**config.mk**
```make
export PLATFORM = sky130hd
export DESIGN_NAME = spi_fifo_tx
export DESIGN_NICKNAME = d
export VERILOG_FILES = /design/src/rtl/spi_fifo_tx.sv
export SDC_FILE = /design/constraint.sdc
export NUM_CORES = 1
export LEC_CHECK = 0
export CAP_MARGIN = 20
export CORE_MARGIN = 2
export CORE_UTILIZATION = 58
export DETAILED_ROUTE_END_ITERATION = 8
export GPL_TIMING_DRIVEN = 0
export HOLD_SLACK_MARGIN = 0.12
export PLACE_DENSITY = 0.77
export SYNTH_ARGS = -nofsm -noshare
export SYNTH_HDL_FRONTEND = slang
export SYNTH_SLANG_ARGS = --single-unit
```
**constraint.sdc**
```tcl
create_clock -name spiClk -period 7 [get_ports spiClk]
set_input_delay 0.7 -clock spiClk [delete_from_list [all_inputs] [get_ports spiClk]]
set_output_delay 0.7 -clock spiClk [all_outputs]
set_load 0.1 [all_outputs]
```
**src/rtl/spi_fifo_tx.sv**
```systemverilog
// spi_fifo_tx: buffered, write-only SPI (mode 0) transmitter for the TFT panel.
// Words {dc, payload} are queued in a FIFO and shifted out MSB-first.
// SCK half-period is CLK_DIV spiClk cycles.
//
// Ports:
//   spiClk        system clock, rising edge
//   reset         asynchronous active-high reset
//   data          [DATA_WIDTH] = dc, [DATA_WIDTH-1:0] = payload
//   dataAvailable write strobe, one word per cycle
//   full          FIFO full (writes while full are dropped)
//   overflow      sticky dropped-write flag, cleared by reset only
//   tft_sck/sdi/dc/cs  panel pins (cs active low, sck idles low)
//   idle          FIFO empty, FSM idle, cs high
//
// Optional feature macro: SPI_TX_BURST_CS_EN keeps tft_cs low across
// back-to-back words when the FIFO still holds data at word completion.
module spi_fifo_tx #(
  parameter int unsigned DATA_WIDTH = 8,
  parameter int unsigned FIFO_DEPTH = 8,
  parameter int unsigned CLK_DIV    = 2
) (
  input  logic                spiClk,
  input  logic                reset,
  input  logic [DATA_WIDTH:0] data,
  input  logic                dataAvailable,
  output logic                full,
  output logic                overflow,
  output logic                tft_sck,
  output logic                tft_sdi,
  output logic                tft_dc,
  output logic                tft_cs,
  output logic                idle
);

  localparam int unsigned AW  = $clog2(FIFO_DEPTH);
  localparam int unsigned CW  = $clog2(FIFO_DEPTH) + 1;
  localparam int unsigned DVW = $clog2(CLK_DIV) + 1;
  localparam int unsigned BW  = $clog2(DATA_WIDTH) + 1;

  localparam logic [CW-1:0]  DEPTH_C  = CW'(FIFO_DEPTH);
  localparam logic [DVW-1:0] DIV_LAST = DVW'(CLK_DIV - 1);
  localparam logic [BW-1:0]  BIT_LAST = BW'(DATA_WIDTH - 1);

  typedef enum logic [1:0] {S_IDLE, S_SHIFT, S_HOLD, S_GAP} state_e;

  state_e                state_q;
  logic [DATA_WIDTH:0]   mem_q [FIFO_DEPTH];
  logic [AW-1:0]         wptr_q, rptr_q;
  logic [CW-1:0]         count_q, count_d;
  logic [DVW-1:0]        div_q;
  logic [BW-1:0]         bit_q;
  logic [DATA_WIDTH-1:0] shift_q;
  logic                  sck_q, sdi_q, dc_q, cs_q, idle_q, ovf_q;

  logic                  empty, push, pop, div_done, word_done, to_idle;
  logic [DATA_WIDTH:0]   head;

  assign full = (count_q == DEPTH_C);

  always_comb begin
    empty     = (count_q == '0);
    push      = dataAvailable & ~full;
    div_done  = (div_q == DIV_LAST);
    word_done = (state_q == S_SHIFT) & div_done & sck_q & (bit_q == BIT_LAST);
    head      = mem_q[rptr_q];
    pop       = 1'b0;
    to_idle   = 1'b0;
    case (state_q)
      S_IDLE: begin
        pop     = ~empty;
        to_idle = empty;
      end
      // The pop normally done in IDLE is taken at the GAP terminal edge,
      // so cs-high between framed words is exactly CLK_DIV cycles.
      S_GAP: begin
        if (div_done) begin
          pop     = ~empty;
          to_idle = empty;
        end
      end
`ifdef SPI_TX_BURST_CS_EN
      S_SHIFT: pop = word_done & ~empty;
`endif
      default: ;
    endcase
    count_d = count_q + CW'(push) - CW'(pop);
  end

  // Storage has no reset; validity is tracked by the pointers and count.
  always_ff @(posedge spiClk) begin
    if (push) mem_q[wptr_q] <= data;
  end

  always_ff @(posedge spiClk or posedge reset) begin
    if (reset) begin
      wptr_q  <= '0;
      rptr_q  <= '0;
      count_q <= '0;
    end else begin
      if (push) wptr_q <= wptr_q + AW'(1);
      if (pop)  rptr_q <= rptr_q + AW'(1);
      count_q <= count_d;
    end
  end

  always_ff @(posedge spiClk or posedge reset) begin
    if (reset) begin
      state_q <= S_IDLE;
      div_q   <= '0;
      bit_q   <= '0;
      shift_q <= '0;
      sck_q   <= 1'b0;
      sdi_q   <= 1'b0;
      dc_q    <= 1'b0;
      cs_q    <= 1'b1;
      idle_q  <= 1'b1;
      ovf_q   <= 1'b0;
    end else begin
      if (dataAvailable && full) ovf_q <= 1'b1;
      idle_q <= to_idle && (count_d == '0);
      if (pop) begin
        state_q <= S_SHIFT;
        cs_q    <= 1'b0;
        sck_q   <= 1'b0;
        dc_q    <= head[DATA_WIDTH];
        sdi_q   <= head[DATA_WIDTH-1];
        shift_q <= {head[DATA_WIDTH-2:0], 1'b0};
        div_q   <= '0;
        bit_q   <= '0;
      end else begin
        case (state_q)
          S_SHIFT: begin
            if (div_done) begin
              div_q <= '0;
              sck_q <= ~sck_q;
              // Data only moves on the falling SCK edge.
              if (sck_q) begin
                if (word_done) begin
                  state_q <= S_HOLD;
                end else begin
                  bit_q   <= bit_q + BW'(1);
                  sdi_q   <= shift_q[DATA_WIDTH-1];
                  shift_q <= shift_q << 1;
                end
              end
            end else begin
              div_q <= div_q + DVW'(1);
            end
          end
          S_HOLD: begin
            if (div_done) begin
              div_q   <= '0;
              cs_q    <= 1'b1;
              state_q <= S_GAP;
            end else begin
              div_q <= div_q + DVW'(1);
            end
          end
          S_GAP: begin
            if (div_done) begin
              div_q   <= '0;
              state_q <= S_IDLE;
            end else begin
              div_q <= div_q + DVW'(1);
            end
          end
          default: ;
        endcase
      end
    end
  end

  assign overflow = ovf_q;
  assign tft_sck  = sck_q;
  assign tft_sdi  = sdi_q;
  assign tft_dc   = dc_q;
  assign tft_cs   = cs_q;
  assign idle     = idle_q;

endmodule

```
Word-level counts from Yosys, hierarchy flattened. Memory sizes are Yosys's and may differ from the RTL's. Cells that the tools add are included. W data, S select, Z words.

Register bits after elaboration: 32. RAM bits: 72. Input bits: 12. Output and inout port bits: 7. Logic and storage cells: 92. Memories kept: 1.

Memories: mem_q (depth 8, bits a word 9, rd ports 1, clocked after memory_dff 0, wr ports 1, line 47) `logic [DATA_WIDTH:0] mem_q [FIFO_DEPTH];`.

Add/subtract/negate cells: 6. Equality and inequality tests: 12. Muxes and demuxes: 37. Bitwise gates (word level): 7. Reduce and logical (&&, ||, !) cells: 16.

Operator list (count): $mux W8 (5); $mux W4 (5); $mux W2 (9); $mux W1 (15); $ne A3 B3 Y1 const B (5); $reduce_bool A2 Y1 (5); $logic_not A4 Y1 (2); $add A3 B1 Y3 const B (2); $pmux W2 S3 (1); $reduce_and A6 Y1 (1); $add A4 B1 Y4 (1); $add A4 B1 Y4 const B (1); $and A1 B1 Y1 (4); $eq A2 B1 Y1 const B (2); $eq A2 B2 Y1 const B (2); $eq A4 B3 Y1 const B (1); $eq A4 B4 Y1 const B (1); $pmux W1 S2 (2); $reduce_and A2 Y1 (2); $reduce_and A4 Y1 (1); $reduce_bool A4 Y1 (1); $sub A4 B1 Y4 (1); $not A1 Y1 (3); $reduce_or A3 Y1 (1); 4 further kinds (5).

Logic depth before layout (Yosys ltp). Gate-level depths: netlist of run 1.

Word-level depth: 9. Gate-level depth with buffers: 13.

Least setup slack after synthesis of run 1. OpenSTA, ideal clock, no wires.

Kind: reg-to-reg. Start point: reg count_q[2]. End point: reg idle_q (netlist: idle). Setup time: 0.121 ns. Arrival time: 4.667 ns. Data required time: 6.879 ns. Path slack: 2.212 ns. Stages on the path, launching flop included: 13. Path buffers: 0. Cell sequence: dfrtp_1 inv_1 ha_1 nor3b_1 nand2b_1 xnor2_1 ha_1 inv_1 fa_1 inv_1 nor3_1 nand3_1 a2111oi_0.

Word-level cells in the longest chain between the ends: 7.

RTL lines: from (decl) (line 49) `logic [CW-1:0] count_q, count_d;`; from (signal assigned) (line 102) `count_q <= count_d;`; $eq A4 B4 Y1 (line 58) `assign full = (count_q == DEPTH_C);`; named net full (line 26) `output logic full,`; $not A1 Y1 (line 62) `push = dataAvailable & ~full;`; $and A1 B1 Y1 (line 62); $add A4 B1 Y4 (line 86) `count_d = count_q + CW'(push) - CW'(pop);`; $sub A4 B1 Y4 (line 86); named net count_d[1] (line 49); $logic_not A4 Y1 (line 120) `idle_q <= to_idle && (count_d == '0);`; $logic_and A1 B1 Y1 (line 120); to (signal assigned) (line 120); to (decl) (line 53) `logic sck_q, sdi_q, dc_q, cs_q, idle_q, ovf_q;`.

The timed path passes the listed nets, and every way through them passes these cells. A chain may end at the register's enable or synchronous reset.

Final worst setup path of run 1.
Start point: reg count_q[2]. End point: out full.

Word-level cells in the longest chain between the ends: 1.

RTL lines (line): $eq A4 B4 Y1 (58); to (decl) (26).

Every way passes these cells.

==> run metrics, run 1 <==
Req. time, crit path between 6 and 7 ns; Synth Flop Type edfxtp_1; Sink Count about 100; WHS about 0.46 ns; hold path cells 1; Post-Syn Area per Cell roughly 17 µm²; EDFF count, synth 72; largest cells by area after synthesis edfxtp_1 49%, dfrtp_1 17%, mux4_1 7.8%, ha_1 3.7%, mux4_2 2.6%; Fillers between 500 and 600; Yosys cell types 39; DIE AREA 8260 µm²; final hold viol count 0; Clock Pin Slew Worst Setup and Hold Paths ~0.1 ns; YS warnings 0; Rows 31; Clock Latency Late Sink approximately 0.36 ns; DR WL/cell ~18 µm; Worst Path Max Fanout 4; count of pins over their slew limit 0; vias in the first global route between 2000 and 2500; TritonCTS Buffers 9; async set-reset flop share out of synthesis 0.301; core area ~7300 µm²; Die Wd about 90 µm; GRT Util Overall 0.193; Post-CTS Resized 0; final setup vio count 0; most frequent cell after synthesis edfxtp_1; Root Driver clkbuf_8; # diodes 0; # DRC 0; startpoint types flop; Syn-to-layout area delta 11.9%; Post-CTS Setup Repair Bufs 0; total negative slack 0 ns; slowest stage cell, crit path clkdlybuf4s50_1; Post-DRT Antenna Nets 0; CTS H-Tree Depth 3; max-cap violation count 0; drt initial violations between 70 and 80; Hold WC Path Type flop to flop; synthesized instance count 262; worst vdd ir roughly 0.22 mV; CTS Buffer Depth 2; routing usage on met2 0.318; io pins 19; Critical Path Stages 4; Most Used Layer, Global Route met2; power per cell area between 400 and 500 nW/µm²; outcome complete, no violations; vias approximately 2200; leakage power about 1.8 nW; Synth area leader edfxtp_1; Synth top cells by count 72 x edfxtp_1, 29 x dfrtp_1, 19 x nand2_1; Worst R2R Path Depth 13; largest stage delay on the critical path 1.24 ns; post-synthesis register bit count 103; Congestion Overflow GR 0; Critical Path Sink Type output port; GP Congestion between 0.7 and 0.8; Max Fclk a little under 300 MHz; Worst Path Class, Setup flop to output port; grt met1 use 0.256; Seq/Total Area, Yosys 0.671; Tcrit/Tclk final 0.483; initial core utilization 0.601; crit-path cells inv_1, ha_1, nor3b_1, clkdlybuf4s50_1; fin nets around 320; Clock Skews 0.00478 ns; final wirelength ~7000 µm; CP arrival between 2 and 3 ns; CTS tree done; critical path's top delay family buffers and inverters; Post-DP HPWL approximately 4700 µm; worst path buffer plus inverter count 2; Cell Area, Synth between 4000 and 5000 µm²; vias per cell between 5 and 6; largest net degree at the start of global routing 19; first-pass GRT wire length 11900 µm; die height 90.9 µm; Mapped Nets 288; initial antenna violation count 0; met3 Use GR 0.0351; minimum clock period around 3.4 ns; RSZ-0062 raised after global routing false; Worst Tran Pin Value approximately 0.98 ns; ratio of cells with drive above 1 in the final layout 0.145; relative slew slack 0.342; Port Buf Inserts 18; first drt pass iteration count 4; hold buffers post-CTS 0; Synth top area share 0.494
==> flip-flops by register name (all words and copies together) (netlist names) <==
name,flops
bit_q,4
count_q,4
div_q,2
idle,1
mem_q,72
overflow,1
rptr_q,3
shift_q,7
state_q,2
tft_cs,1
tft_dc,1
tft_sck,1
tft_sdi,1
wptr_q,3
==> placed cells by master (no fill, tap or decap), types with 3 or more instances in the layout <==
cell,n
nand2b_1,5
o21ai_1,5
nand3_1,3
nand2_1,19
clkbuf_8,9
buf_2,3
clkbuf_1,3
inv_6,3
o21ai_0,4
xor2_1,6
mux2_2,9
mux4_1,13
a21oi_1,3
dfrtp_1,29
inv_1,11
edfxtp_1,72
nor2_1,17
ha_1,13
mux2i_1,9
clkdlybuf4s50_1,18
mux4_2,5
xnor2_1,5
==> through the flow <==
stage / cell area [µm²] / total power [mW] / setup WS [ns] / std cells / utilization
global placement: 4680 / 1.67 / 3.64 / 379 / 0.642
finish: 4900 / 2.02 / 3.62 / 396 / 0.672
floorplan: 4380 / 1.50 / 2.21 / 262 / -
detailed placement: 4720 / 1.70 / 3.63 / 380 / 0.648
global route: 4900 / 2.16 / 3.34 / 396 / 0.672
CTS: 4900 / 2.04 / 3.60 / 396 / 0.672
==> final timing paths <==
| path | from | end | slack [ns] |
|---|---|---|---|
| min in group asynchronous | reset | count_q[0]$_DFF_PP0_ | 0.71 |
| worst min register to register | overflow$_DFFE_PP0P_ | overflow$_DFFE_PP0P_ | 0.46 |
| worst max-delay path | count_q[2]$_DFF_PP0_ | full | 3.62 |
| worst max register to register | state_q[0]$_DFFE_PP0P_ | idle$_DFF_PP1_ | 3.66 |
| max in group asynchronous | reset | shift_q[2]$_DFFE_PP0P_ | 5.78 |
| worst min-delay path | overflow$_DFFE_PP0P_ | overflow$_DFFE_PP0P_ | 0.46 |
==> report_power, final <==
group          internal [mW]  switching (mW)  total [mW]
registers              0.803          0.0740       0.877
clock network          0.135           0.211       0.346
logic                  0.334           0.461       0.795
total                   1.27           0.746        2.02
==> routing by layer <==
layer  vias to the layer above  part of all wire
met5                         -                 0
met4                         0             0.023
met3                        13             0.022
met2                        27              0.50
met1                      1094              0.46
li1                       1059                 -
==> logic make-up after synthesis <==
kind of cell	share of synthesized area
AND/OR/NAND/NOR	0.0626
XOR/XNOR	0.0220
adder cells (fa/ha/maj)	0.0417
multiplexers	0.147
AO/OA/AOI/OAI	0.0300
buffers and inverters	0.0251
flip-flops	0.671
==> layout make-up <==
type                            instances  area, µm²  area share
Sequential cell                       103       2940       0.600
Multi-Input combinational cell        139       1340       0.273
Timing Repair Buffer                   19        208      0.0424
Clock buffer                            9        124      0.0253
Tap cell                               99        124      0.0253
Buffer                                  9       68.8      0.0140
Clock inverter                          7       55.1      0.0112
Inverter                               11       41.3     0.00842
(Power assumes the default switching activity.)
==> run 2: changes to the inputs <==
--- a/config.mk
+++ b/config.mk
@@ -7,11 +7,11 @@
 export LEC_CHECK = 0
 export CAP_MARGIN = 20
 export CORE_MARGIN = 2
-export CORE_UTILIZATION = 58
+export CORE_UTILIZATION = 54
 export DETAILED_ROUTE_END_ITERATION = 8
 export GPL_TIMING_DRIVEN = 0
 export HOLD_SLACK_MARGIN = 0.12
-export PLACE_DENSITY = 0.77
+export PLACE_DENSITY = 0.75
 export SYNTH_ARGS = -nofsm -noshare
 export SYNTH_HDL_FRONTEND = slang
 export SYNTH_SLANG_ARGS = --single-unit
==> constraint.sdc (replaced) <==
create_clock -name spiClk -period 2.9 [get_ports spiClk]
set_input_delay 0.29 -clock spiClk [delete_from_list [all_inputs] [get_ports spiClk]]
set_output_delay 0.29 -clock spiClk [all_outputs]
set_load 0.1 [all_outputs]
==> run 2 against run 1 <==
Net effect: die area is 7.1% higher; critical path type is now flop to flop; worst setup slack worse by 3.5 ns; utilization is 2.2 points lower; register-to-register slack worse by 3.5 ns; flip-flop and latch count stayed put; largest cell class unchanged; clock skew is 0.0036 ns higher; sequential share of layout area is 2.1 points lower; final cell count is 3.0% higher.
==> run metrics, run 2 (synthesis gave the netlist of run 1 again) <==
count of pins over their slew limit 0 (unchanged); WHS 0.264 ns (-0.197 ns); Largest regs mem_q x72, shift_q x7; TritonCTS Buffers 9 (unchanged); first drt pass iteration count 4 (unchanged); minimum clock period around 2.8 ns; GRT Util Overall 0.182 (-0.0116); post-route setup slack 0.117 ns (-3.50 ns); DR WL/cell 17.8 µm (+0.67%); Worst Path Class, Setup flop to flop; placed insts 383 (+0.79%); final wirelength 7250 µm (+3.7%); Die Wd 94.1 µm (+3.5%); r2r setup slk 0.12 ns (-3.54 ns); CP arrival 3.05 ns (+0.37 ns); Post-DP HPWL 4590 µm (-3.1%); largest net degree at the start of global routing 22 (+3); initial antenna violation count 0 (unchanged); Worst R2R Path Depth 12 (-1); Clock Skews 0.00836 ns (+0.00358 ns); vias 2232 (+1.8%); total negative slack 0 ns (unchanged); slowest stage cell, crit path fa_1; post-route insts no fill 408 (+3.0%); fin nets 327 (+2.8%); Largest Register mem_q; Syn-to-layout area delta 15.9%; leakage power 1.87 nW (+3.3%); ratio of cells with drive above 1 in the final layout 0.216 (+0.0709); Port Buf Inserts 18 (unchanged); commonest non-fill, non-tap cell in the layout edfxtp_1; CTS Buffer Depth 2 (unchanged); power per cell area 1030 nW/µm² (+150%); DIE AREA 8850 µm² (+7.1%); Post-DRT Antenna Nets 0 (unchanged); crit-path cells ha_2, nand3b_1, a221oi_4, buf_6, xnor2_2, ha_2, inv_2, fa_1, inv_2, nor3_2, nand3_1, a2111oi_2; Sink Count 103 (unchanged); Crit Reg-Reg Endpoint idle$_DFF_PP1_; Post-DP Area 4770 µm² (+1.1%); vias in the first global route 2273 (+0.044%); max-cap violation count 0 (unchanged); worst vdd ir 0.464 mV (+120%); dpl ws -0.263 ns (-3.90 ns); Util after Layout 0.650 (-0.0221); first-pass GRT wire length 11600 µm (-3.1%); critical path's top delay family adder cells; initial core utilization 0.561 (-0.0397); final hold viol count 0 (unchanged); drt initial violations 116 (+47%); Max Fclk roughly 360 MHz; Worst Path Max Fanout 3 (-1); Worst Tran Pin Value 0.992 ns (+0.00829 ns); Critical Path Sink Type flop; io pins 19 (unchanged); Tcrit/Tclk final 0.960; power consumption 5.21 mW (+160%); max reg flops 72 (unchanged); outcome complete, no violations; # diodes 0 (unchanged); Root Driver clkbuf_8; GP Congestion 0.742 (+1.7%); r2r startpoint state_q[0]$_DFFE_PP0P_; # DRC 0 (unchanged); CTS tree done; core area 7810 µm² (+7.1%); vias per cell 5.47 (-1.2%); final setup vio count 0 (unchanged); CTS H-Tree Depth 3 (unchanged); worst path buffer plus inverter count 3 (+1); relative slew slack 0.336 (-0.00555); Req. time, crit path 3.17 ns (-3.13 ns); Clock Pin Slew Worst Setup and Hold Paths 0.10 ns (about the same); Rows 32 (+3.2%); Final Cell Area 5070 µm² (+3.5%); die height 94.1 µm (+3.5%); most frequent cells in the layout 72 x edfxtp_1, 29 x dfrtp_1, 19 x nand2_1; startpoint types flop; Hold WC Path Type primary input to asynchronous set/reset pin; largest stage delay on the critical path 0.50 ns (-0.74 ns); Clock Latency Late Sink 0.37 ns (about the same); Congestion Overflow GR 0 (unchanged)
-- run 2: per-layer routing --
| metal | GRT usage | up-vias | part of all wire |
|---|---|---|---|
| met2 | 0.305 | 40 | 0.51 |
| met1 | 0.233 | 1109 | 0.44 |
| li1 | - | 1073 | - |
| met3 | 0.0506 | 10 | 0.036 |
| met4 | 0.0531 | 0 | 0.015 |
| met5 | 0 | - | 0 |
-- run 2: area by class of cell --
cell class | instances | area [µm²]
sequential | 103 | 2940
fill | 546 | 2730
multi-input combinational | 139 | 1420
timing repair buffer | 28 | 279
tap | 102 | 128
clock buffer | 9 | 124
buffer | 9 | 75.1
clock inverter | 7 | 68.8
inverter | 11 | 41.3
-- run 2: worst max path at each step --
stage	start	to	slack (ns)	cells past startpoint
floorplan	count_q[2]$_DFF_PP0_	idle$_DFF_PP1_	-0.24	12
global placement	state_q[0]$_DFFE_PP0P_	idle$_DFF_PP1_	-0.30	13
detailed placement	state_q[0]$_DFFE_PP0P_	idle$_DFF_PP1_	-0.26	13
CTS	state_q[1]$_DFFE_PP0P_	idle$_DFF_PP1_	0.002	12
global route	state_q[0]$_DFFE_PP0P_	idle$_DFF_PP1_	-0.02	13
finish	state_q[0]$_DFFE_PP0P_	idle$_DFF_PP1_	0.12	12
-- run 2: power breakdown --
| part | internal [mW] | switching (mW) | leakage (nW) |
|---|---|---|---|
| Combinational | 0.972 | 1.24 | 0.742 |
| Clock | 0.343 | 0.525 | 0.101 |
| Sequential | 1.94 | 0.196 | 1.03 |
-- run 2: worst reg2reg max path, stage by stage, from the launching register on --
cell and delay, ns:
dfrtp_1 0.42, ha_2 0.21, nand3b_1 0.16, a221oi_4 0.30, buf_6 0.15, xnor2_2 0.10, ha_2 0.20, inv_2 0.04
fa_1 0.50, inv_2 0.05, nor3_2 0.17, nand3_1 0.10, a2111oi_2 0.29
-- run 2: timing repair --
item | in CTS | in global routing
buffers inserted | 1 | 8
resized for setup | 2 | 9
pin swaps | 1 | 5
hold buffers | 0 | 0
endpoints found under the setup margin | 1 | 1
==> run 3: changes to the inputs <==
--- a/config.mk
+++ b/config.mk
@@ -12,6 +12,7 @@
 export GPL_TIMING_DRIVEN = 0
 export HOLD_SLACK_MARGIN = 0.12
 export PLACE_DENSITY = 0.75
+export SLEW_MARGIN = 20
 export SYNTH_ARGS = -nofsm -noshare
 export SYNTH_HDL_FRONTEND = slang
 export SYNTH_SLANG_ARGS = --single-unit
==> run 3 against run 2 <==
Net effect: non-clock buffer count down 3; utilization fell by 0.53 points; global-route usage fell by 0.32 points; routed wire length down 3.1%; flip-flop and latch count unchanged; final area fell by 0.81%; final cell count decreased by 0.74%; register-to-register slack improved by 0.03 ns; combinational power down 3%; via count shrank 1.7%; maximum frequency is 1.1% higher; largest cell class unchanged; highest routed layer unchanged.
==> run metrics, run 3 (synthesis gave the netlist of run 1 again) <==
final hold viol count 0 (unchanged); core area 7810 µm² (unchanged); io pins 19 (unchanged); initial core utilization 0.561 (unchanged); max reg flops 72 (unchanged); critical path's top delay family adder cells; hold buffers post-CTS 0 (unchanged); CTS Buffer Depth 2 (unchanged); placed insts 384 (+0.26%); Post-DP HPWL 4670 µm (+1.7%); Root Driver clkbuf_8; Crit Reg-Reg Endpoint idle$_DFF_PP1_; Worst Path Max Fanout 4 (+1); worst vdd ir 0.484 mV (+4.3%); leakage power 1.85 nW (-1.3%); outcome complete, no violations; Worst Tran Pin Value 1.00 ns (+0.0125 ns); Largest Register mem_q; Critical Path Stages 13 (+1); routing usage on met2 0.302 (-0.00357); Congestion Overflow GR 0 (unchanged); Rows 32 (unchanged); largest net degree at the start of global routing 32 (+45%); GRT Util Overall 0.179 (-0.00319); Largest regs mem_q x72, shift_q x7; first drt pass iteration count 4 (unchanged); Worst R2R Path Depth 13 (+1); met3 Use GR 0.0465 (-0.00401); vias per cell 5.41 (-1.0%); r2r setup slk 0.15 ns (+0.03 ns); Final Cell Area 5030 µm² (-0.81%); Max Fclk 363 MHz (+1.1%); fin nets 324 (-0.92%); drt initial violations 118 (+1.7%); r2r startpoint state_q[0]$_DFFE_PP0P_; grt met1 use 0.233 (+0.000430); minimum clock period 2.75 ns (-0.0315 ns); Post-DRT Antenna Nets 0 (unchanged); crit-path cells inv_2, ha_4, inv_1, a221oi_4, buf_6, xnor2_2, ha_2, inv_2, fa_1, inv_1, nor3_2, nand3_1, a2111oi_2; Worst Path Class, Setup flop to flop; DR WL/cell 17.4 µm (-2.4%); CTS tree done; slowest stage cell, crit path fa_1; # DRC 0 (unchanged); GP Congestion 0.742 (unchanged); final setup vio count 0 (unchanged); DIE AREA 8850 µm² (unchanged); Die Wd 94.1 µm (unchanged); final wirelength 7030 µm (-3.1%); relative slew slack 0.328 (-0.00838); Post-DP Area 4760 µm² (-0.26%); Critical Path Sink Type flop; initial antenna violation count 0 (unchanged); first-pass GRT wire length 11500 µm (-0.72%); largest stage delay on the critical path 0.47 ns (-0.03 ns); CP arrival 3.01 ns (-0.04 ns); Syn-to-layout area delta 14.9%; Clock Pin Slew Worst Setup and Hold Paths 0.11 ns (about the same); CTS H-Tree Depth 3 (unchanged); post-route insts no fill 405 (-0.74%); # diodes 0 (unchanged); startpoint types flop; Hold WC Path Type primary input to asynchronous set/reset pin; worst path buffer plus inverter count 5 (+2); Port Buf Inserts 18 (unchanged); TritonCTS Buffers 9 (unchanged); die height 94.1 µm (unchanged); power per cell area 1020 nW/µm² (-0.51%); max-cap violation count 0 (unchanged); Clock Skews 0.0110 ns (+0.00264 ns); Clock Latency Late Sink 0.37 ns (about the same); count of pins over their slew limit 0 (unchanged); most frequent cells in the layout 72 x edfxtp_1, 27 x dfrtp_1, 19 x nand2_1; vias in the first global route 2234 (-1.7%); Tcrit/Tclk final 0.949 (-0.0109); ratio of cells with drive above 1 in the final layout 0.215 (-0.00116); commonest non-fill, non-tap cell in the layout edfxtp_1; Sink Count 103 (unchanged); Most Used Layer, Global Route met2; vias 2193 (-1.7%); Req. time, crit path 3.16 ns (about the same)
## run 3: cell count changes in the layout (fill, tap and decap cells not counted), sizes merged
cell,previous run,this run
buf,16,13
inv,17,16
clkinvlp,0,1
## run 3: report_power, final
part	internal [mW]	total [mW]	switching (mW)	leakage [nW]
sequential	1.94	2.14	0.198	1.03
combinational	0.937	2.15	1.21	0.722
clock	0.340	0.860	0.520	0.0977
## run 3: stage by stage
stage | setup TNS, ns | setup WS [ns] | total power [mW] | util | hold slack [ns]
after floorplan | -0.241 | -0.241 | 3.69 | - | 0.389
after global placement | -0.915 | -0.295 | 4.10 | 0.607 | 0.438
after detailed placement | -0.258 | -0.258 | 4.18 | 0.610 | 0.450
after CTS | 0 | 0.0421 | 5.09 | 0.638 | 0.341
after global routing | -0.00155 | -0.00155 | 5.48 | 0.645 | 0.384
final | 0 | 0.148 | 5.14 | 0.645 | 0.333
## run 3: worst max-delay path by stage
stage                     endpoint  slack (ns)              startpoint
finish              idle$_DFF_PP1_        0.15  state_q[0]$_DFFE_PP0P_
floorplan           idle$_DFF_PP1_       -0.24    count_q[2]$_DFF_PP0_
CTS                 idle$_DFF_PP1_        0.04  state_q[0]$_DFFE_PP0P_
global placement    idle$_DFF_PP1_       -0.30  state_q[0]$_DFFE_PP0P_
detailed placement  idle$_DFF_PP1_       -0.26  state_q[0]$_DFFE_PP0P_
global route        idle$_DFF_PP1_      -0.002  state_q[1]$_DFFE_PP0P_
## run 3: cell type report
cell class              count  area [µm²]
flip-flops and latches    103        2940
fillers                   544        2770
multi-input cells         139        1420
repair buffers             25         236
well taps                 102         128
clock buffers               9         124
plain buffers               9        75.1
clock inverters             7        70.1
inverters                  11        41.3
## run 3: timing repair
action | in CTS | in global routing
setup buffers | 1 | 4
gates resized for setup | 3 | 8
hold endpoints to repair | 0 | 0
cloned | 0 | 0
pin swaps | 1 | 3
setup endpoints to repair | 1 | 1
## run 3: worst register-to-register path, delay by kind of cell, from the launching register on
family,cells,cell delay (ns)
AND/OR/NAND/NOR,2,0.26
XOR/XNOR,1,0.10
adder cells (fa/ha/maj),3,0.81
buffers and inverters,5,0.43
AO/OA/AOI/OAI,2,0.59
flip-flops,1,0.46
## run 3: per-layer routing
metal	wire (µm)	vias to the layer above	share of wire
li1	-	1067	-
met1	3140	1094	0.45
met2	3620	26	0.52
met3	192	6	0.027
met4	77	0	0.011
met5	0	-	0
